**config.mk**
```make
export PLATFORM = sky130hd
export DESIGN_NAME = blink_monitor
export DESIGN_NICKNAME = d
export VERILOG_FILES = /design/src/rtl/blink_monitor.sv
export SDC_FILE = /design/constraint.sdc
export NUM_CORES = 1
export LEC_CHECK = 0
export ABC_AREA = 1
export CAP_MARGIN = 10
export CORE_MARGIN = 4
export CORE_UTILIZATION = 45
export DETAILED_ROUTE_END_ITERATION = 10
export HOLD_SLACK_MARGIN = 0.1
export PLACE_DENSITY = 0.63
export SYNTH_ARGS = -nofsm -noshare
export SYNTH_HDL_FRONTEND = slang
export SYNTH_SLANG_ARGS = --single-unit
```
**constraint.sdc**
```tcl
create_clock -name clock -period 2.4 [get_ports clock]
set_clock_uncertainty 0.15 [all_clocks]
set_input_delay 0.72 -clock clock [delete_from_list [all_inputs] [get_ports clock]]
set_output_delay 0.72 -clock clock [all_outputs]
set_load 0.02 [all_outputs]
```
**src/rtl/blink_monitor.sv**
```systemverilog
// blink_monitor: measures a slow square wave on an asynchronous input.
// The input is synchronized, optionally glitch-filtered, and edge-detected.
// Each full cycle after arming is reported as (high time, period) in clock cycles
// through a one-entry valid/ready output register.
// Optional feature macro: BLINK_MONITOR_GLITCH_FILTER_EN (adds a stability filter
// after the synchronizer; when undefined, FILTER_CYCLES has no effect).

module blink_monitor #(
    parameter int unsigned CNT_W         = 24,
    parameter int unsigned SYNC_STAGES   = 2,
    parameter int unsigned FILTER_CYCLES = 4
) (
    input  logic             clock,
    input  logic             reset,
    input  logic             sense,
    input  logic             meas_ready,
    output logic             meas_valid,
    output logic [CNT_W-1:0] high_cycles,
    output logic [CNT_W-1:0] period_cycles,
    output logic             overrun,
    output logic             timeout,
    output logic             level
);

    // ------------------------------------------------------------------
    // Types and constants
    // ------------------------------------------------------------------
    typedef enum logic [1:0] {
        ST_IDLE = 2'd0,
        ST_HIGH = 2'd1,
        ST_LOW  = 2'd2
    } state_e;

    localparam logic [CNT_W-1:0] CNT_MAX = '1;
    localparam logic [CNT_W-1:0] CNT_ONE = CNT_W'(1);

    // ------------------------------------------------------------------
    // Input synchronizer
    // ------------------------------------------------------------------
    logic [SYNC_STAGES-1:0] sync_q;
    logic [SYNC_STAGES-1:0] sync_d;
    logic                   sync_out;

    assign sync_d   = {sync_q[SYNC_STAGES-2:0], sense};
    assign sync_out = sync_q[SYNC_STAGES-1];

    // Shift the raw line through the synchronizer chain.
    always_ff @(posedge clock) begin
        // NOTE: sequential state uses non-blocking assignments so every register
        // samples the pre-edge values of the others, independent of statement order.
        if (reset) begin
            sync_q <= '0;
        end else begin
            sync_q <= sync_d;
        end
    end

    // ------------------------------------------------------------------
    // Optional glitch filter
    // ------------------------------------------------------------------
    logic lvl;

`ifdef BLINK_MONITOR_GLITCH_FILTER_EN
    localparam int unsigned FILT_W = (FILTER_CYCLES > 2) ? $clog2(FILTER_CYCLES) : 1;
    localparam logic [FILT_W-1:0] STAB_LAST = FILT_W'(FILTER_CYCLES - 1);

    logic [FILT_W-1:0] stab_q;
    logic [FILT_W-1:0] stab_d;
    logic              filt_q;
    logic              filt_d;

    // Accept a new level only after FILTER_CYCLES consecutive differing samples.
    always_comb begin
        // NOTE: every variable written here gets a default first, so no path
        // leaves it unassigned and no latch is inferred.
        stab_d = '0;
        filt_d = filt_q;
        if (sync_out != filt_q) begin
            if (stab_q == STAB_LAST) begin
                filt_d = sync_out;
            end else begin
                stab_d = stab_q + FILT_W'(1);
            end
        end
    end

    // Filter state registers.
    always_ff @(posedge clock) begin
        if (reset) begin
            stab_q <= '0;
            filt_q <= 1'b0;
        end else begin
            stab_q <= stab_d;
            filt_q <= filt_d;
        end
    end

    assign lvl = filt_q;
`else
    // FILTER_CYCLES only shapes the filter, which this build does not contain.
    logic unused_filter_cfg;
    assign unused_filter_cfg = (FILTER_CYCLES != 0);

    assign lvl = sync_out;
`endif

    assign level = lvl;

    // ------------------------------------------------------------------
    // Edge detection
    // ------------------------------------------------------------------
    logic lvl_prev_q;
    logic rise;
    logic fall;

    assign rise = lvl & ~lvl_prev_q;
    assign fall = ~lvl & lvl_prev_q;

    // Delayed copy of the filtered level for edge detection.
    always_ff @(posedge clock) begin
        if (reset) begin
            lvl_prev_q <= 1'b0;
        end else begin
            lvl_prev_q <= lvl;
        end
    end

    // ------------------------------------------------------------------
    // Measurement FSM and phase counter
    // ------------------------------------------------------------------
    state_e           state_q;
    state_e           state_d;
    logic [CNT_W-1:0] cnt_q;
    logic [CNT_W-1:0] cnt_d;
    logic [CNT_W-1:0] cnt_inc;
    logic [CNT_W-1:0] hi_tmp_q;
    logic [CNT_W-1:0] hi_tmp_d;
    logic             cnt_max;
    logic             complete;
    logic             timeout_q;
    logic             timeout_d;

    assign cnt_max = (cnt_q == CNT_MAX);
    // Saturating increment: a counter parked at its maximum never wraps, which
    // guarantees the timeout path is taken instead of a bogus small count.
    assign cnt_inc = cnt_max ? cnt_q : (cnt_q + CNT_ONE);

    // Next-state, counter and completion decode.
    always_comb begin
        state_d   = state_q;
        cnt_d     = cnt_q;
        hi_tmp_d  = hi_tmp_q;
        complete  = 1'b0;
        timeout_d = 1'b0;

        unique case (state_q)
            ST_IDLE: begin
                // The cycle in progress when we arm is never reported.
                if (rise) begin
                    state_d = ST_HIGH;
                    cnt_d   = CNT_ONE;
                end
            end

            ST_HIGH: begin
                if (fall) begin
                    hi_tmp_d = cnt_q;
                    cnt_d    = cnt_inc;
                    state_d  = ST_LOW;
                end else if (cnt_max) begin
                    timeout_d = 1'b1;
                    cnt_d     = '0;
                    state_d   = ST_IDLE;
                end else begin
                    cnt_d = cnt_inc;
                end
            end

            ST_LOW: begin
                if (rise) begin
                    complete = 1'b1;
                    cnt_d    = CNT_ONE;
                    state_d  = ST_HIGH;
                end else if (cnt_max) begin
                    timeout_d = 1'b1;
                    cnt_d     = '0;
                    state_d   = ST_IDLE;
                end else begin
                    cnt_d = cnt_inc;
                end
            end

            default: begin
                cnt_d   = '0;
                state_d = ST_IDLE;
            end
        endcase
    end

    // FSM, counter and timeout pulse registers.
    always_ff @(posedge clock) begin
        if (reset) begin
            state_q   <= ST_IDLE;
            cnt_q     <= '0;
            hi_tmp_q  <= '0;
            timeout_q <= 1'b0;
        end else begin
            state_q   <= state_d;
            cnt_q     <= cnt_d;
            hi_tmp_q  <= hi_tmp_d;
            timeout_q <= timeout_d;
        end
    end

    assign timeout = timeout_q;

    // ------------------------------------------------------------------
    // One-entry result register with valid/ready handshake
    // ------------------------------------------------------------------
    logic             valid_q;
    logic             valid_d;
    logic [CNT_W-1:0] high_q;
    logic [CNT_W-1:0] high_d;
    logic [CNT_W-1:0] period_q;
    logic [CNT_W-1:0] period_d;
    logic             overrun_q;
    logic             overrun_d;
    logic             load;
    logic             drop;

    // A completion loads when the slot is empty or is being emptied this cycle;
    // otherwise the held result wins and the new one is lost.
    assign load = complete & (~valid_q | meas_ready);
    assign drop = complete & valid_q & ~meas_ready;

    // Result register next-state.
    always_comb begin
        valid_d   = valid_q;
        high_d    = high_q;
        period_d  = period_q;
        overrun_d = overrun_q | drop;

        if (load) begin
            valid_d  = 1'b1;
            high_d   = hi_tmp_q;
            period_d = cnt_q;
        end else if (valid_q && meas_ready) begin
            valid_d = 1'b0;
        end
    end

    // Result register state.
    always_ff @(posedge clock) begin
        if (reset) begin
            valid_q   <= 1'b0;
            high_q    <= '0;
            period_q  <= '0;
            overrun_q <= 1'b0;
        end else begin
            valid_q   <= valid_d;
            high_q    <= high_d;
            period_q  <= period_d;
            overrun_q <= overrun_d;
        end
    end

    assign meas_valid    = valid_q;
    assign high_cycles   = high_q;
    assign period_cycles = period_q;
    assign overrun       = overrun_q;

endmodule

```
* Yosys cells after proc, flatten, opt, wreduce, memory -nomap -nowiden *
Cells that the tools add are included.

storage, ports and cells
  bits in registers = 104
  input bits = 4
  output and inout bits = 52

operators by class
  add/sub/neg operators = 1
  eq/ne operators = 4
  multiplexer cells = 19
  bitwise logic cells = 11
  reduce and logical (&&, ||, !) cells = 4

operators with widths
  kind                   number
  $mux 24                5
  $pmux 24 s3            1
  $add 24x1->24 const B  1
  $eq 24x24->1 const B   1
  $mux 2                 4
  $mux 1                 7
  $pmux 2 s3             1
  $and 1x1->1            5
  $not 1->1              4
  $eq 2x1->1 const B     1
  $eq 2x2->1 const B     1
  $logic_not 2->1        1
  $ne 2x2->1 const B     1
  $or 1x1->1             2
  $pmux 1 s2             1
  $reduce_and 2->1       1
  $reduce_bool 2->1      1
  $logic_and 1x1->1      1

* Logic depth before layout (Yosys ltp) *
Gate-level depths: netlist of run 1.

  depth after elaboration = 7
  depth in mapped cells = 11

* Least setup slack after synthesis of run 1 *
OpenSTA, ideal clock, no wires.

  kind = register to register
  from = register cnt_q[0]
  to = register cnt_q[0]
  library setup time = 0.132 ns
  arrival = 1.685 ns
  required time = 2.118 ns
  path slack = 0.433 ns
  stages on the path, launching flop included = 11
  clock period less this slack = 1.967 ns
  cells stage by stage = dfxtp_1 > ha_1 > nand3_2 > inv_2 > nand2_4 > nor2_4 > nand3_4 > ha_1 > nor2_1 > o31ai_1 > a21oi_1

between the ends
  cells in the longest elaborated chain, start to end = 5
  elaborated cells between the ends (all ways) = 7

ends and longest elaborated chain
  element                                        RTL line  RTL
  from (decl)                                    133       logic [CNT_W-1:0] cnt_q;
  from (signal assigned)                         209       cnt_q <= cnt_d;
  $add 24x1->24 or $eq 24x24->1 (tied branches)  146, 143
  $mux 24                                        146       assign cnt_inc = cnt_max ? cnt_q : (cnt_q + CNT_ONE);
  $mux 24                                        170, 184
  $mux 24 (on tied branches)                     180, 166
  $pmux 24 s3 *                                  156       unique case (state_q)

Mark *: on every way between the ends. The rest lies on a longest branch, timed or not.
A chain may end at the register's enable or synchronous reset.

* Worst setup path in the final report of run 1 *
  from = register overrun_q (netlist: overrun)
  to = output port overrun

RTL lines
  element                 RTL line  RTL
  from (decl)             226       logic overrun_q;
  from (signal assigned)  263       overrun_q <= overrun_d;
  to (decl)               20        output logic overrun,

No word-level cell between the ends.

==> results of run 1 <==
## cells in the final DEF (no fill, tap or decap), types with 2 or more instances in the layout
cell type	n
clkinvlp_4	2
clkbuf_8	9
buf_4	15
xor2_1	10
nand2_4	2
nand3_1	15
clkdlybuf4s50_1	55
clkinv_4	2
nand2_1	123
o21a_1	2
nand4_1	2
buf_12	4
a21oi_1	82
a21oi_2	2
nor3_1	3
inv_1	56
ha_1	6
inv_8	2
nor2_2	3
dfxtp_1	104
nand2_2	4
nor2_1	70
inv_2	3
nor2_4	6
o21ai_0	77
## per-layer routing
metal	global-route usage [%]	wire, um
met3	4.74	447
met4	5.14	131
met5	0	0
met1	25.3	4900
met2	33.6	5300
## metrics by stage
step                hold slack (ns)  util (%)
floorplan                     0.238         -
global placement              0.251      54.1
detailed placement            0.247      54.1
CTS                           0.264      55.9
global route                  0.289      55.9
finish                        0.258      55.9
## cells by family after synthesis
family                   Yosys count  share of synthesized area, %
AO/OA/AOI/OAI                    166                          19.1
XOR/XNOR                          10                          1.97
flip-flops                       104                          46.8
buffers and inverters             89                          7.95
adder cells (fa/ha/maj)            6                          1.69
AND/OR/NAND/NOR                  232                          22.5
## sequential cells by signal, summed over array words and instances (netlist names)
name	flops
timeout	1
sync_q	2
high_cycles	24
cnt_q	24
meas_valid	1
hi_tmp_q	24
overrun	1
period_cycles	24
lvl_prev_q	1
state_q	2
## worst paths after layout
| path | startpoint | endpoint | cells after the start |
|---|---|---|---|
| setup reg to reg | cnt_q[0] | cnt_q[0] | 10 |
| setup / recovery | overrun | overrun | 1 |
| hold reg to reg | sync_q[0] | sync_q[1] | 2 |
| hold / removal | sync_q[0] | sync_q[1] | 2 |
## area by class of cell
type	count	area share, %
flip-flops and latches	104	38.4
multi-input cells	414	37.3
repair buffers	74	13.7
inverters	60	4.16
well taps	133	3.07
clock buffers	9	2.29
clock inverters	6	1.02
## report_power, final
group          switching (mW)  internal [mW]  leakage, nW
clock                   0.634          0.390       0.0853
sequential            0.00779           1.74        0.838
combinational           0.114         0.0513         1.21
==> impl_metrics.py, run 1 <==
metrics = {
    "cts": {
        "htreeDepth": 3,
        "cts-hold-fix-buffers": 0,
        "clk_path_buf_depth": 2,
        "path_clk_slew_ns": 0.10,
        "cts.sinks": 104,
        "tritoncts": "built",
        "clock_latency_ns": 0.37,
        "cts.repair.resized": 0,
        "root_buffer": "clkbuf_8",
        "cts-buffers-inserted": 9,
        "cts_setup_buffers": 0,
    },
    "critical_path": {
        "worstSetupPathType": "reg2out",
        "crit_buf_inv": 1,
        "critPathLaunchType": "flop",
        "end_kind": "output port",
        "path_delay_family": "buffers and inverters",
        "worstPathCellList": "clkdlybuf4s50_1",
        "crit_path_max_incr_delay_ns": 0.64,
        "cp.arrival_ns": 1.36,
        "slowest_stage": "clkdlybuf4s50_1",
        "crit_fanout": 2,
        "crit_required_ns": 1.53,
        "reg2reg_slack_ns": 0.43,
    },
    "sta": {
        "period_needed_ns": 2.23,
        "hold_viol": 0,
        "finalSetupViolations": 0,
        "drv_slew": 0,
        "postLayoutSetupSlackWorst_ns": 0.165,
        "relSlewSlack_pct": 78.2,
        "min_period_over_period_pct": 93.1,
        "fin_setup_tns_ns": 0,
        "worst_pin_slew_ns": 0.328,
        "fmax_mhz": 447,
        "rsz0062_at_grt": "no",
    },
    "detailed_routing": {
        "antenna_left": 0,
        "viasPerCell": 4.95,
        "drt_pre_antenna_iters": 4,
        "vias": 3960,
        "wire_per_inst_um": 13.5,
        "totalWireLength_um": 10800,
        "remaining_drc_errors": 0,
        "drt_iter0_markers": 243,
    },
    "logic_synthesis": {
        "syn_avg_cell_area_sq_um": 7.34,
        "synth_commonest_cells": "nand2_1, dfxtp_1, a21oi_1",
        "synth_nets": 617,
        "synthFlopType": "dfxtp_1",
        "synth_cell_types": 31,
        "synth_area_leaders": "dfxtp_1, nand2_1, a21oi_1, o21ai_0, nor2_1",
        "ys_warn_count": 0,
        "synth_largest_area_cell": "dfxtp_1",
        "synth_edf_count": 0,
        "synth-seq-cells": 104,
        "yosysSeqAreaShare_pct": 46.8,
        "ys_async_sr_fraction_pct": 0,
        "synth_top_area_share_pct": 46.8,
        "synthCells": 607,
        "synth_most_common_cell": "nand2_1",
        "synthesis.area_sq_mm": 0.00445,
    },
    "die": {
        "die_area_sq_mm": 0.0116,
        "die_h_um": 107,
        "ios": 56,
        "die_w_um": 107,
        "row_count": 36,
        "core_area_sq_mm": 0.00968,
        "start_util_pct": 46.0,
    },
    "final_layout": {
        "syn_to_final_growth_pct": 21.7,
        "final_cells": 800,
        "regArea_sq_mm": 0.00208,
        "final_nets": 673,
        "diodes": 0,
        "multi_input_area_sq_mm": 0.00202,
        "fillers": 990,
        "final_cell_area_sq_mm": 0.00542,
        "drive_gt1_share_pct": 8.70,
    },
    "place": {
        "gp_congestion": 0.859,
        "hpwlAfterDp_um": 7510,
        "place_ws_ns": 0.193,
        "placed_area_sq_mm": 0.00524,
        "io_buffers": 55,
        "dp_cells": 785,
    },
    "power": {
        "ir_worst_vdd_mv": 0.321,
        "power.leakage_nw": 2.13,
        "powerDensity_mw_per_mm2": 542,
        "finalPower_mw": 2.93,
    },
    "run_status": {
        "status": "completed",
    },
    "job": {
        "maxCapViolations": 0,
    },
    "global_routing": {
        "grt_pass1_vias": 3913,
        "grt_pass1_wl_um": 18500,
        "track_usage_pct": 19.8,
        "overflow": 0,
        "antenna_found_initial": 0,
        "grt_max_degree": 78,
    },
    "worst_hold_path": {
        "hp-class": "reg2reg",
    },
}
(Power assumes the default switching activity.)
==> run 2, diff against run 1 <==
Settings changed: ABC_AREA 1 to 0, SLEW_MARGIN set to 0.
==> run 2 against run 1 <==
Net effect: first-iteration DRC count is 14% lower; count of clock-buffer cells in the layout unchanged; via count down 2.2%; clock power increased by 5%; sequential power about the same; synthesized area down 3.5%; highest routed layer unchanged; largest power group unchanged; wire length rose by 0.35%.
==> impl_metrics.py, run 2 <==
metrics = {
    "job": {
        "maxCapViolations": 0,
    },
    "detailed_routing": {
        "drt_iter0_markers": 210,
        "drt_pre_antenna_iters": 4,
        "wire_per_inst_um": 14.6,
        "totalWireLength_um": 10800,
        "antenna_left": 0,
        "vias": 3872,
        "remaining_drc_errors": 0,
        "viasPerCell": 5.23,
    },
    "critical_path": {
        "worstSetupPathType": "reg2reg",
        "crit_path_max_incr_delay_ns": 0.53,
        "reg2reg_slack_ns": 0.13,
        "crit_required_ns": 2.55,
        "reg2reg_to": "cnt_q[19]",
        "end_kind": "flop",
        "reg2reg_from": "state_q[0]",
        "cp.arrival_ns": 2.42,
        "crit_fanout": 6,
        "crit_buf_inv": 1,
        "worstPathCellList": "inv_1 > ha_1 > and2_1 > nor3_4 > nand2_1 > or4_1 > a31oi_1",
        "startpoint": "state_q[0]",
        "path_delay_family": "simple AND/OR/NAND/NOR gates",
        "slowest_stage": "or4_1",
        "critPathLaunchType": "flop",
        "reg2reg_depth": 7,
    },
    "global_routing": {
        "antenna_found_initial": 0,
        "overflow": 0,
        "track_usage_pct": 19.9,
        "grt_pass1_vias": 3700,
        "grt_pass1_wl_um": 18400,
        "grt_max_degree": 49,
    },
    "die": {
        "die_w_um": 106,
        "row_count": 35,
        "die_area_sq_mm": 0.0112,
        "core_area_sq_mm": 0.00928,
        "die_h_um": 106,
        "ios": 56,
        "start_util_pct": 46.3,
    },
    "sta": {
        "period_needed_ns": 2.27,
        "fmax_mhz": 440,
        "rsz0062_at_grt": "no",
        "relSlewSlack_pct": 69.2,
        "drv_slew": 0,
        "hold_viol": 0,
        "min_period_over_period_pct": 94.7,
        "finalSetupViolations": 0,
        "worst_pin_slew_ns": 0.461,
        "fin_setup_tns_ns": 0,
    },
    "final_layout": {
        "mostFrequentLayoutCells": "nand2_1, dfxtp_1, a21oi_1, clkdlybuf4s50_1, buf_4",
        "final_nets": 616,
        "final_cell_area_sq_mm": 0.00536,
        "mostFrequentLayoutCell": "nand2_1",
        "final_core_util_pct": 57.7,
        "syn_to_final_growth_pct": 24.7,
        "fillers": 911,
        "final_cells": 740,
        "diodes": 0,
        "multi_input_area_sq_mm": 0.00200,
        "drive_gt1_share_pct": 12.4,
        "regArea_sq_mm": 0.00208,
    },
    "cts": {
        "clock_latency_ns": 0.36,
        "clk_path_buf_depth": 2,
        "cts-hold-fix-buffers": 0,
        "cts-buffers-inserted": 9,
        "tritoncts": "built",
        "cts.sinks": 104,
        "root_buffer": "clkbuf_8",
        "path_clk_slew_ns": 0.11,
        "htreeDepth": 3,
    },
    "logic_synthesis": {
        "synthesis.area_sq_mm": 0.00430,
        "synth_edf_count": 0,
        "synthFlopType": "dfxtp_1",
        "synth_nets": 549,
        "ys_warn_count": 0,
        "synthCells": 539,
        "synth_area_leaders": "dfxtp_1, nand2_1, a21oi_1, clkbuf_1, ha_1",
        "synth_most_common_cell": "nand2_1",
        "yosysSeqAreaShare_pct": 48.4,
        "ys_async_sr_fraction_pct": 0,
        "syn_avg_cell_area_sq_um": 7.97,
        "synth_cell_types": 49,
        "synth_commonest_cells": "nand2_1, dfxtp_1, a21oi_1",
        "synth_largest_area_cell": "dfxtp_1",
        "synth_top_area_share_pct": 48.4,
        "synth-seq-cells": 104,
    },
    "power": {
        "powerDensity_mw_per_mm2": 541,
        "power.leakage_nw": 1.74,
        "ir_worst_vdd_mv": 0.327,
        "finalPower_mw": 2.90,
    },
    "place": {
        "hpwlAfterDp_um": 7570,
        "dp_cells": 724,
        "gp_congestion": 0.883,
        "placed_area_sq_mm": 0.00516,
        "io_buffers": 55,
    },
    "worst_hold_path": {
        "min_to": "sync_q[1]",
        "min_from": "sync_q[0]",
        "hp-class": "reg2reg",
        "hold_depth": 1,
    },
    "run_status": {
        "status": "completed",
    },
}
run 2: worst max-delay path by stage:
stage | endpoint | slack, ns | cells after the start
final | cnt_q[19] | 0.13 | 7
after global routing | cnt_q[0] | 0.02 | 8
after CTS | cnt_q[19] | 0.07 | 7
after detailed placement | cnt_q[19] | 0.08 | 7
after global placement | cnt_q[19] | 0.15 | 7
after floorplan | cnt_q[0] | 0.05 | 11
run 2: where the power goes:
| group | total, mW | internal, mW | switching [mW] | leakage (nW) |
|---|---|---|---|---|
| Combinational | 0.0994 | 0.0293 | 0.0701 | 0.803 |
| Clock | 1.07 | 0.402 | 0.665 | 0.0949 |
| Sequential | 1.73 | 1.73 | 0.00262 | 0.838 |
| Total | 2.90 | 2.16 | 0.738 | 1.74 |
run 2: layout make-up:
| cell class | count | share of cell area (%) |
|---|---|---|
| Inverter | 10 | 0.700 |
| Timing Repair Buffer | 95 | 16.5 |
| Tap cell | 129 | 3.01 |
| Clock buffer | 9 | 2.31 |
| Sequential cell | 104 | 38.9 |
| Multi-Input combinational cell | 386 | 37.4 |
| Clock inverter | 7 | 1.24 |
run 2: kinds of logic after synthesis:
family / after synthesis / share of synthesized area [%]
buf+inv: 49 / 5.24
compound gates: 138 / 18.7
flops: 104 / 48.4
fa+ha+maj: 6 / 1.75
simple gates: 242 / 25.9
run 2: layer usage:
metal | routed length [um] | up-vias | GRT usage, %
met5 | 0 | - | 0
met2 | 4750 | 103 | 30.7
met4 | 197 | 0 | 6.57
li1 | - | 1976 | -
met1 | 5360 | 1779 | 28.4
met3 | 509 | 14 | 3.06
run 2: metrics by stage:
| step | hold slack (ns) | worst slack [ns] |
|---|---|---|
| after floorplan | 0.264 | 0.0504 |
| after global placement | 0.268 | 0.155 |
| after detailed placement | 0.278 | 0.0848 |
| after CTS | 0.303 | 0.0745 |
| after global routing | 0.328 | 0.0242 |
| final | 0.298 | 0.128 |
run 2: worst register-to-register path: stages (launching register included):
cell     delay, ns
dfxtp_1       0.40
inv_1         0.08
ha_1          0.25
and2_1        0.19
nor3_4        0.26
nand2_1       0.20
or4_1         0.54
a31oi_1       0.16
run 2: repair_timing:
action                                  in CTS  in global routing
gates resized for setup                      0                  2
setup buffers                                0                  0
endpoints found under the setup margin       0                 11
==> run 3, diff against run 2 <==
Settings changed: CAP_MARGIN 10 to 5, MAX_ROUTING_LAYER set to met4.
==> run 3 against run 2 <==
Net effect: sequential power about the same; via count grew 0.90%; non-clock buffer count unchanged; combinational power hardly changed; critical endpoint is now level; first-iteration DRC count decreased by 11%; final cell count unchanged; final area increased by 0.82%; sequential cell count did not move; worst hold slack improved by 0.00088 ns; register-to-register slack improved by 0.06 ns; clock power is 11% higher; count of clock-buffer cells in the layout is the same.
==> impl_metrics.py, run 3 (same netlist as run 2, synthesis figures left out) <==
metrics = {
    "run_status": {
        "status": "completed",
    },
    "critical_path": {
        "critPathLaunchType": "flop",
        "reg2reg_to": "cnt_q[0]",
        "worstSetupPathType": "reg2out",
        "startpoint": "sync_q[1]",
        "path_depth": 1,
        "crit_required_ns": 1.53,
        "reg2reg_slack_ns": 0.19,
        "end_kind": "output port",
        "path_delay_family": "buffers and inverters",
        "slowest_stage": "clkdlybuf4s50_1",
        "crit_end": "level",
        "crit_buf_inv": 1,
        "cp.arrival_ns": 1.34,
        "reg2reg_depth": 8,
        "reg2reg_from": "cnt_q[6]",
        "crit_path_max_incr_delay_ns": 0.62,
        "worstPathCellList": "clkdlybuf4s50_1",
        "crit_fanout": 4,
    },
    "power": {
        "ir_worst_vdd_mv": 0.346,
        "seqPwrFrac_pct": 57.4,
        "powerDensity_mw_per_mm2": 559,
        "p_comb_share_pct": 3.4,
        "pwr-share-clk_pct": 39.3,
        "power.leakage_nw": 1.76,
        "power.switching_mw": 0.744,
        "swShare_pct": 24.6,
        "p_int_mw": 2.28,
    },
    "detailed_routing": {
        "viasPerCell": 5.28,
        "drt_pre_antenna_iters": 5,
        "wire_per_inst_um": 14.8,
        "totalWireLength_um": 10900,
        "remaining_drc_errors": 0,
        "vias": 3907,
        "drt_iter0_markers": 187,
        "antenna_left": 0,
    },
    "worst_hold_path": {
        "hp-class": "reg2reg",
    },
    "global_routing": {
        "grt_pass1_vias": 3672,
        "antenna_found_initial": 0,
        "grt_pass1_wl_um": 18400,
        "overflow": 0,
        "track_usage_pct": 20.8,
        "grt_max_degree": 75,
    },
    "job": {
        "maxCapViolations": 0,
    },
    "die": {
        "core_area_sq_mm": 0.00928,
        "row_count": 35,
        "die_w_um": 106,
        "start_util_pct": 46.3,
        "ios": 56,
        "die_h_um": 106,
        "die_area_sq_mm": 0.0112,
    },
    "sta": {
        "worst_pin_slew_ns": 0.447,
        "rsz0062_at_grt": "no",
        "period_needed_ns": 2.21,
        "relSlewSlack_pct": 70.1,
        "holdWs_ns": 0.299,
        "fmax_mhz": 452,
        "hold_viol": 0,
        "drv_slew": 0,
        "fin_setup_tns_ns": 0,
        "finalSetupViolations": 0,
        "min_period_over_period_pct": 92.1,
    },
    "place": {
        "dp_cells": 724,
        "io_buffers": 55,
        "placed_area_sq_mm": 0.00517,
        "gp_congestion": 0.896,
        "hpwlAfterDp_um": 7680,
    },
    "cts": {
        "clk_path_buf_depth": 2,
        "root_buffer": "clkbuf_8",
        "clock_latency_ns": 0.38,
        "path_clk_slew_ns": 0.12,
        "htreeDepth": 3,
        "cts.sinks": 104,
        "tritoncts": "built",
        "cts-buffers-inserted": 9,
    },
    "final_layout": {
        "multi_input_area_sq_mm": 0.00201,
        "mostFrequentLayoutCell": "nand2_1",
        "final_nets": 616,
        "final_cell_area_sq_mm": 0.00540,
        "mostFrequentLayoutCells": "nand2_1, dfxtp_1, a21oi_1, clkdlybuf4s50_1, buf_4",
        "fillers": 915,
        "diodes": 0,
        "final_cells": 740,
        "regArea_sq_mm": 0.00208,
        "syn_to_final_growth_pct": 25.7,
        "drive_gt1_share_pct": 12.6,
    },
}
==> run 3: power by group through the flow <==
stage,clock (mW),sequential (mW),combinational (mW)
finish,1.19,1.73,0.101
global route,1.31,1.73,0.111
CTS,1.22,1.73,0.101
detailed placement,0,1.77,0.101
global placement,0,1.77,0.100
floorplan,0,1.77,0.0657
==> run 3: timing repair <==
| action | in CTS | in global routing |
|---|---|---|
| hold buffers | 0 | 0 |
| gates resized for setup | 0 | 3 |
| buffers inserted | 0 | 0 |
| endpoints found under the setup margin | 0 | 16 |
==> run 3: per-layer routing <==
layer	vias to the layer above	GRT usage (%)	wire, um
met5	-	-	0
met4	0	5.64	130
met3	16	2.57	393
met2	91	31.3	4910
met1	1831	29.7	5510
li1	1969	-	-
==> run 3: worst min path at each step <==
| stage | from | to | slack, ns | depth (start not counted) |
|---|---|---|---|---|
| final | hi_tmp_q[22] | high_cycles[22] | 0.30 | 2 |
| after detailed placement | sync_q[0] | sync_q[1] | 0.28 | 1 |
| after CTS | hi_tmp_q[8] | high_cycles[8] | 0.30 | 2 |
| after floorplan | sync_q[0] | sync_q[1] | 0.26 | 1 |
| after global routing | hi_tmp_q[2] | hi_tmp_q[2] | 0.33 | 2 |
| after global placement | sync_q[0] | sync_q[1] | 0.27 | 1 |
==> run 3: layout make-up <==
class | count | share of cell area (%)
well taps | 129 | 2.99
inverters | 10 | 0.695
clock inverters | 7 | 1.76
multi-input cells | 386 | 37.1
clock buffers | 9 | 2.29
repair buffers | 95 | 16.6
flip-flops and latches | 104 | 38.5
==> run 3: per-stage QoR <==
step	worst slack, ns	power [mW]	utilization [%]
4_1_cts	0.0325	3.06	58.0
3_5_place_dp	0.0861	1.87	55.7
3_3_place_gp	0.148	1.87	55.7
6_report	0.189	3.02	58.2
2_1_floorplan	0.0504	1.84	-
5_1_grt	0.0140	3.16	58.2
